`src/rtl/icache_line_assembler.sv`:
```
// icache_line_assembler
//   Gathers interleaved, out-of-order response beats into complete I$ lines
//   for up to SLOTS outstanding fills. Each complete line is handed to the
//   cache write port through a valid/ready output register, together with a
//   pseudo-random victim way.
//   Optional feature macro: ICACHE_ACK_ERR_EN (bus-error tracking per slot).
module icache_line_assembler #(
  parameter int LOG_WAYS     = 2,
  parameter int BEATS        = 2,
  parameter int BEAT_W       = 256,
  parameter int SLOTS        = 2,
  parameter int TID_W        = 4,
  parameter int TID_SLOT_LSB = 2,
  parameter int ADR_W        = 32
) (
  input  logic                          clk,
  input  logic                          rst_n,
  input  logic                          resp_ack,
  input  logic [TID_W-1:0]              resp_tid,
  input  logic [ADR_W-1:0]              resp_adr,
  input  logic [BEAT_W-1:0]             resp_dat,
  input  logic                          resp_err,
  input  logic [(2**TID_W)*ADR_W-1:0]   vtags,
  output logic                          wr_ic,
  input  logic                          wr_rdy,
  output logic [ADR_W-1:0]              line_vtag,
  output logic [ADR_W-1:0]              line_ptag,
  output logic [BEATS*BEAT_W-1:0]       line_data,
  output logic                          line_err,
  output logic [LOG_WAYS-1:0]           way,
  output logic                          dup_beat,
  output logic [SLOTS-1:0]              slot_busy
);

  // Derived widths. SLOTS and BEATS are assumed to be at least 2 so the
  // slot and beat index fields are never zero width.
  localparam int LOG_BEATS = $clog2(BEATS);
  localparam int BEAT_B    = $clog2(BEAT_W / 8);
  localparam int LOG_SLOTS = $clog2(SLOTS);
  localparam int LINE_B    = $clog2(BEATS * BEAT_W / 8);
  localparam int LINE_W    = BEATS * BEAT_W;

  // Byte-offset-within-line mask; tags are presented with these bits zero.
  localparam logic [ADR_W-1:0] LMASK = ADR_W'((64'd1 << LINE_B) - 64'd1);

  // ---------------------------------------------------------------------
  // Slot storage
  // ---------------------------------------------------------------------
  logic [BEATS-1:0]     r_v     [SLOTS];
  logic [LINE_W-1:0]    r_data  [SLOTS];
  logic [ADR_W-1:0]     r_vtag  [SLOTS];
  logic [ADR_W-1:0]     r_ptag  [SLOTS];
  logic [LOG_SLOTS-1:0] r_rr;
  logic [16:0]          r_lfsr;

  // Output register
  logic                 r_wr_ic;
  logic [ADR_W-1:0]     r_line_vtag;
  logic [ADR_W-1:0]     r_line_ptag;
  logic [LINE_W-1:0]    r_line_data;
  logic                 r_line_err;
  logic [LOG_WAYS-1:0]  r_way;
  logic                 r_dup;

  // Incoming beat decode
  logic [LOG_SLOTS-1:0] w_slot;
  logic [LOG_BEATS-1:0] w_bi;
  logic                 w_hit_valid;
  logic                 w_accept;
  logic [ADR_W-1:0]     w_beat_vtag;
  logic [ADR_W-1:0]     w_beat_ptag;

  assign w_slot      = resp_tid[TID_SLOT_LSB +: LOG_SLOTS];
  assign w_bi        = resp_adr[BEAT_B +: LOG_BEATS];
  // A beat landing on an already-valid position is a duplicate. This also
  // covers complete slots (every position valid), including the slot being
  // unloaded this very cycle.
  assign w_hit_valid = r_v[w_slot][w_bi];
  assign w_accept    = resp_ack & ~w_hit_valid;
  assign w_beat_vtag = vtags[resp_tid*ADR_W +: ADR_W] & ~LMASK;
  assign w_beat_ptag = resp_adr & ~LMASK;

  // Per-slot status flags
  logic [SLOTS-1:0] w_complete;

  for (genvar gi = 0; gi < SLOTS; gi++) begin : g_slot_status
    assign w_complete[gi] = &r_v[gi];
    assign slot_busy[gi]  = |r_v[gi];
  end

  // ---------------------------------------------------------------------
  // Optional bus-error tracking
  // ---------------------------------------------------------------------
`ifdef ICACHE_ACK_ERR_EN
  logic [SLOTS-1:0] r_err;
  logic             w_beat_err;
  assign w_beat_err = resp_err;
`else
  logic             w_unused_err;
  assign w_unused_err = resp_err;
`endif

  // ---------------------------------------------------------------------
  // Round-robin pick of the first complete slot at or after r_rr
  // ---------------------------------------------------------------------
  logic                 w_can_load;
  logic                 w_sel_found;
  logic [LOG_SLOTS-1:0] w_sel;
  logic [LOG_SLOTS-1:0] w_idx;
  logic                 w_load;

  assign w_can_load = ~r_wr_ic | wr_rdy;

  // Scan from the farthest offset down so the nearest complete slot wins.
  always_comb begin
    w_sel_found = 1'b0;
    w_sel       = r_rr;
    w_idx       = r_rr;
    for (int k = SLOTS - 1; k >= 0; k--) begin
      w_idx = r_rr + LOG_SLOTS'(k);
      if (w_complete[w_idx]) begin
        w_sel_found = 1'b1;
        w_sel       = w_idx;
      end
    end
  end

  assign w_load = w_can_load & w_sel_found;

  // ---------------------------------------------------------------------
  // Slot update: accept new beats, release the slot being unloaded
  // ---------------------------------------------------------------------
  // Accept and release never target the same slot: an accepted beat needs
  // an incomplete slot, a released slot is complete.
  always_ff @(posedge clk or negedge rst_n) begin
    if (!rst_n) begin
      for (int s = 0; s < SLOTS; s++) begin
        r_v[s]    <= '0;
        r_data[s] <= '1;
        r_vtag[s] <= '0;
        r_ptag[s] <= '0;
      end
    end else begin
      for (int s = 0; s < SLOTS; s++) begin
        if (w_load && (w_sel == LOG_SLOTS'(s))) begin
          r_v[s]    <= '0;
          r_data[s] <= '1;
        end else if (w_accept && (w_slot == LOG_SLOTS'(s))) begin
          r_v[s][w_bi] <= 1'b1;
`ifdef ICACHE_ACK_ERR_EN
          // Errored beats keep the all-ones fill pattern.
          if (!w_beat_err) begin
            r_data[s][w_bi*BEAT_W +: BEAT_W] <= resp_dat;
          end
`else
          r_data[s][w_bi*BEAT_W +: BEAT_W] <= resp_dat;
`endif
          r_vtag[s] <= w_beat_vtag;
          r_ptag[s] <= w_beat_ptag;
        end
      end
    end
  end

`ifdef ICACHE_ACK_ERR_EN
  // Sticky per-slot error flag, cleared when the slot is unloaded.
  always_ff @(posedge clk or negedge rst_n) begin
    if (!rst_n) begin
      r_err <= '0;
    end else begin
      for (int s = 0; s < SLOTS; s++) begin
        if (w_load && (w_sel == LOG_SLOTS'(s))) begin
          r_err[s] <= 1'b0;
        end else if (w_accept && w_beat_err && (w_slot == LOG_SLOTS'(s))) begin
          r_err[s] <= 1'b1;
        end
      end
    end
  end
`endif

  // ---------------------------------------------------------------------
  // Output register: load a complete line or drain the held one
  // ---------------------------------------------------------------------
  always_ff @(posedge clk or negedge rst_n) begin
    if (!rst_n) begin
      r_wr_ic     <= 1'b0;
      r_line_vtag <= '0;
      r_line_ptag <= '0;
      r_line_data <= '0;
      r_line_err  <= 1'b0;
      r_way       <= '0;
    end else if (w_load) begin
      r_wr_ic     <= 1'b1;
      r_line_vtag <= r_vtag[w_sel];
      r_line_ptag <= r_ptag[w_sel];
      r_line_data <= r_data[w_sel];
`ifdef ICACHE_ACK_ERR_EN
      r_line_err  <= r_err[w_sel];
`else
      r_line_err  <= 1'b0;
`endif
      r_way       <= r_lfsr[LOG_WAYS-1:0];
    end else if (wr_rdy) begin
      r_wr_ic     <= 1'b0;
    end
  end

  // Round-robin pointer advances past the slot just unloaded.
  always_ff @(posedge clk or negedge rst_n) begin
    if (!rst_n) begin
      r_rr <= '0;
    end else if (w_load) begin
      r_rr <= w_sel + 1'b1;
    end
  end

  // Free-running 17-bit Fibonacci LFSR for victim-way selection.
  always_ff @(posedge clk or negedge rst_n) begin
    if (!rst_n) begin
      r_lfsr <= 17'h1;
    end else begin
      r_lfsr <= {r_lfsr[15:0], r_lfsr[16] ^ r_lfsr[13]};
    end
  end

  // One-cycle duplicate-beat indication.
  always_ff @(posedge clk or negedge rst_n) begin
    if (!rst_n) begin
      r_dup <= 1'b0;
    end else begin
      r_dup <= resp_ack & w_hit_valid;
    end
  end

  assign wr_ic     = r_wr_ic;
  assign line_vtag = r_line_vtag;
  assign line_ptag = r_line_ptag;
  assign line_data = r_line_data;
  assign line_err  = r_line_err;
  assign way       = r_way;
  assign dup_beat  = r_dup;

endmodule

```
`config.mk`:
```
export PLATFORM = sky130hd
export DESIGN_NAME = icache_line_assembler
export DESIGN_NICKNAME = d
export VERILOG_FILES = /design/src/rtl/icache_line_assembler.sv
export SDC_FILE = /design/constraint.sdc
export NUM_CORES = 2
export LEC_CHECK = 0
export CAP_MARGIN = 10
export CORE_AREA = 3 3 547 549
export CTS_BUF_LIST = sky130_fd_sc_hd__clkbuf_16
export CTS_CLUSTER_DIAMETER = 80
export DETAILED_ROUTE_END_ITERATION = 12
export DIE_AREA = 0 0 550 552
export SETUP_SLACK_MARGIN = 0.02
export SLEW_MARGIN = 20
export SYNTH_ARGS = -nofsm -noshare
export SYNTH_HDL_FRONTEND = slang
export SYNTH_SLANG_ARGS = --single-unit
```
`constraint.sdc`:
```
create_clock -name clk -period 3.1 [get_ports clk]
set_input_delay 0.62 -clock clk [delete_from_list [all_inputs] [get_ports clk]]
set_output_delay 0.62 -clock clk [all_outputs]
set_load 0.005 [all_outputs]
```
==> flow_summary.toml <==
[synth]
netlist.area_leader.share_pct = 37.25
netlist_top_cells_area = "dfstp_2 37%, dfrtp_1 24%, a222oi_1 7.8%, nand2_1 5.6%, nor2_1 5.4%"
synth-seq-cells = 1718
synth_top_area_cell = "dfstp_2"
synth-edff-count = 0
syn-instance-count = 7006
yosys.cell_types.count = 42
synth_common_cells = "1,082 x nand2_1, 1,036 x nor2_1, 1,025 x dfstp_2, 693 x dfrtp_1"
post-synth-top-count-cell = "nand2_1"
synthFlopType = "dfstp_2"
yosysSeqAreaShare_pct = 61.23
yosysWarnings = 0
synthArstFlopShare_pct = 100.0
syn_avg_cell_area_um2 = 10.32
syn_area_um2 = 72310

[sta]
max_slew_margin_pct = 42.43
max_freq_ghz = 0.3460
fin_worst_skew_ns = 0.03360
finalSetupTns_ns = 0
hold_violations = 0
setup_ws_ns = 0.2096
min_period_ns = 2.890
finalSetupViolations = 0
grt_setup_unrepaired = "no"
post-route-period-util_pct = 93.24
drv_slew = 0
tightest_slew_ns = 0.8635
hold_slack_ns = 0.3332

[die]
die_h_um = 552
die_area_um2 = 303600
die_w_um = 550
start_util_pct = 24.57
fp-row-count = 199
coreArea_um2 = 294300
ioPinCount = 1392

[placed_design]
place_hpwl_um = 228900
port-buffer-count = 1276
gp_congestion = 0.9210
post-place-ws_ns = 0.2453

[worst_setup_path]
timing.rr.end = "line_data[420]"
cp-end-kind = "primary output"
reg2reg_depth = 6
cp_cell_sequence = "or2_2, clkdlybuf4s50_1"
cp_slowest_cell = "dfrtp_1"
arrival_ns = 2.27
worst_ep_required_time_ns = 2.48
crit_family = "flip-flops"
regToRegStartpoint = "r_v[2]"
regToRegSetupSlack_ns = 0.81
crit_type = "reg2out"
crit_path_start = "r_v[0]"
worstPathMaxFanout = 10
critPathBufInv = 1
max_stage_delay_ns = 0.56
start_kind = "flop"

[cts]
cts_tree = "yes"
ctsLongestPathBuffers = 4
htree_levels = 4
path_clk_slew_ns = 0.06
clock-sinks = 1718
clk_latency_ns = 0.84
ctsRootBufferMaster = "clkbuf_16"
cts-buffers-inserted = 196

[global_routing]
grt_max_degree = 99
antenna_found_initial = 122
grt.total_usage_pct = 19.53
grt_pass1_wl_um = 436200
grt_pass1_vias = 60076
grt_overflow_total = 0

[route]
final_antenna_net_count = 0
vias_per_cell = 4.895
post_drt_wl_per_cell_um = 24.85
first_pass_iters = 11
num_vias = 61059
drt_first_iter_violations = 8037
finalWirelength_um = 309900
drc = 0

[pwr]
power.density_nw_per_um2 = 1079
p_leak_uw = 0.04079
vdd_drop_max_uv = 502.9

[hold_path]
whs_endpoint = "r_lfsr[13]"
hold_class = "reg2reg"
hp-start = "r_lfsr[12]"
holdPathStages = 0

[final_layout]
synthToLayoutAreaGrowth_pct = 35.44
nets = 9028
drive_gt1_share_pct = 20.89
fillCellCount = 29364

[outcome]
status = "finished clean"

[run]
cap_violations = 0
worst reg2reg max path: stages (launching register included):
cell and delay, ns:
dfrtp_1 0.48, nand2_2 0.20, o2111a_4 0.42, buf_12 0.21, buf_4 0.49, a222oi_1 0.27
inv_1 0.10
flip-flops by register name, indices dropped and copies added, names as in the netlist, 2 cells and up:
register	flops
line_ptag	26
way	2
r_data	1024
r_lfsr	17
line_data	512
r_vtag	52
r_v	4
r_ptag	52
line_vtag	26
what timing repair did:
item | 4_1_cts | 5_1_grt
hold endpoints to repair | 7 | 0
resized for setup | 0 | 0
hold buffers | 1 | 0
setup buffers | 0 | 0
cells in the final DEF, fill, tap and decap left out, types with 17 or more instances in the layout:
| cell | instances |
|---|---|
| clkinv_2 | 26 |
| diode_2 | 171 |
| bufinv_16 | 20 |
| a21oi_1 | 256 |
| inv_1 | 622 |
| a221oi_1 | 42 |
| nor2_1 | 1035 |
| buf_4 | 216 |
| clkinv_1 | 39 |
| mux2_2 | 56 |
| mux4_2 | 53 |
| nand2_1 | 1082 |
| o21ai_1 | 243 |
| dfstp_2 | 1025 |
| o21ai_0 | 518 |
| clkbuf_16 | 197 |
| dfrtp_1 | 693 |
| a222oi_1 | 564 |
| nand2b_1 | 43 |
| a22oi_1 | 17 |
| clkdlybuf4s50_1 | 1271 |
| buf_12 | 119 |
| mux2i_1 | 105 |
| nand3_1 | 58 |
worst max path at each step:
stage	to	slack, ns	cells after the start
floorplan	r_vtag[26]	1.00	7
global placement	r_data[251]	0.31	7
detailed placement	r_vtag[48]	0.25	7
CTS	slot_busy[1]	0.1	2
global route	slot_busy[1]	0.1	2
finish	slot_busy[1]	0.21	2
power breakdown:
| group | switching, uW | internal (uW) | total [uW] |
|---|---|---|---|
| registers | 7170 | 38100 | 45300 |
| logic | 19400 | 18200 | 37600 |
| clock network | 9610 | 13200 | 22800 |
| total | 36200 | 69500 | 106000 |
cell families after synthesis:
family / count (synthesis) / share of synthesized area [%]
compound gates: 1667 / 15.88
xor+xnor: 1 / 0.01212
buf+inv: 1171 / 6.955
flops: 1718 / 61.23
mux: 214 / 3.977
other cells: 1 / 0.005186
simple gates: 2234 / 11.94
layer usage:
layer  global-route usage, %  up-vias  share of wire, %
met1                   21.12    30764                35
met3                   4.371      672               7.6
met4                   16.82       38               8.7
li1                        -    26757                 -
met5                       0        -             0.078
met2                   32.25     2828                49
final cells by class:
type | count | area [um^2] | area share [%]
clock buffer | 197 | 4930 | 5.034
inverter | 565 | 2121 | 2.166
clock inverter | 165 | 1356 | 1.385
sequential | 1718 | 44270 | 45.21
antenna | 171 | 427.9 | 0.4370
multi-input combinational | 4129 | 23140 | 23.63
tap | 3919 | 4903 | 5.007
timing repair buffer | 1609 | 16780 | 17.13
through the flow:
stage                     instance area [um^2]  instances  utilization [%]  power [uW]
after floorplan                          72350       7018                -       62540
after global placement                   91210      11939            30.99       81240
after detailed placement                 91210      11939            30.99       82970
after CTS                                97500      12302            33.13      106300
after global routing                     97870      12449            33.25      112000
final                                    97930      12473            33.28      105700
(Power assumes the default switching activity.)
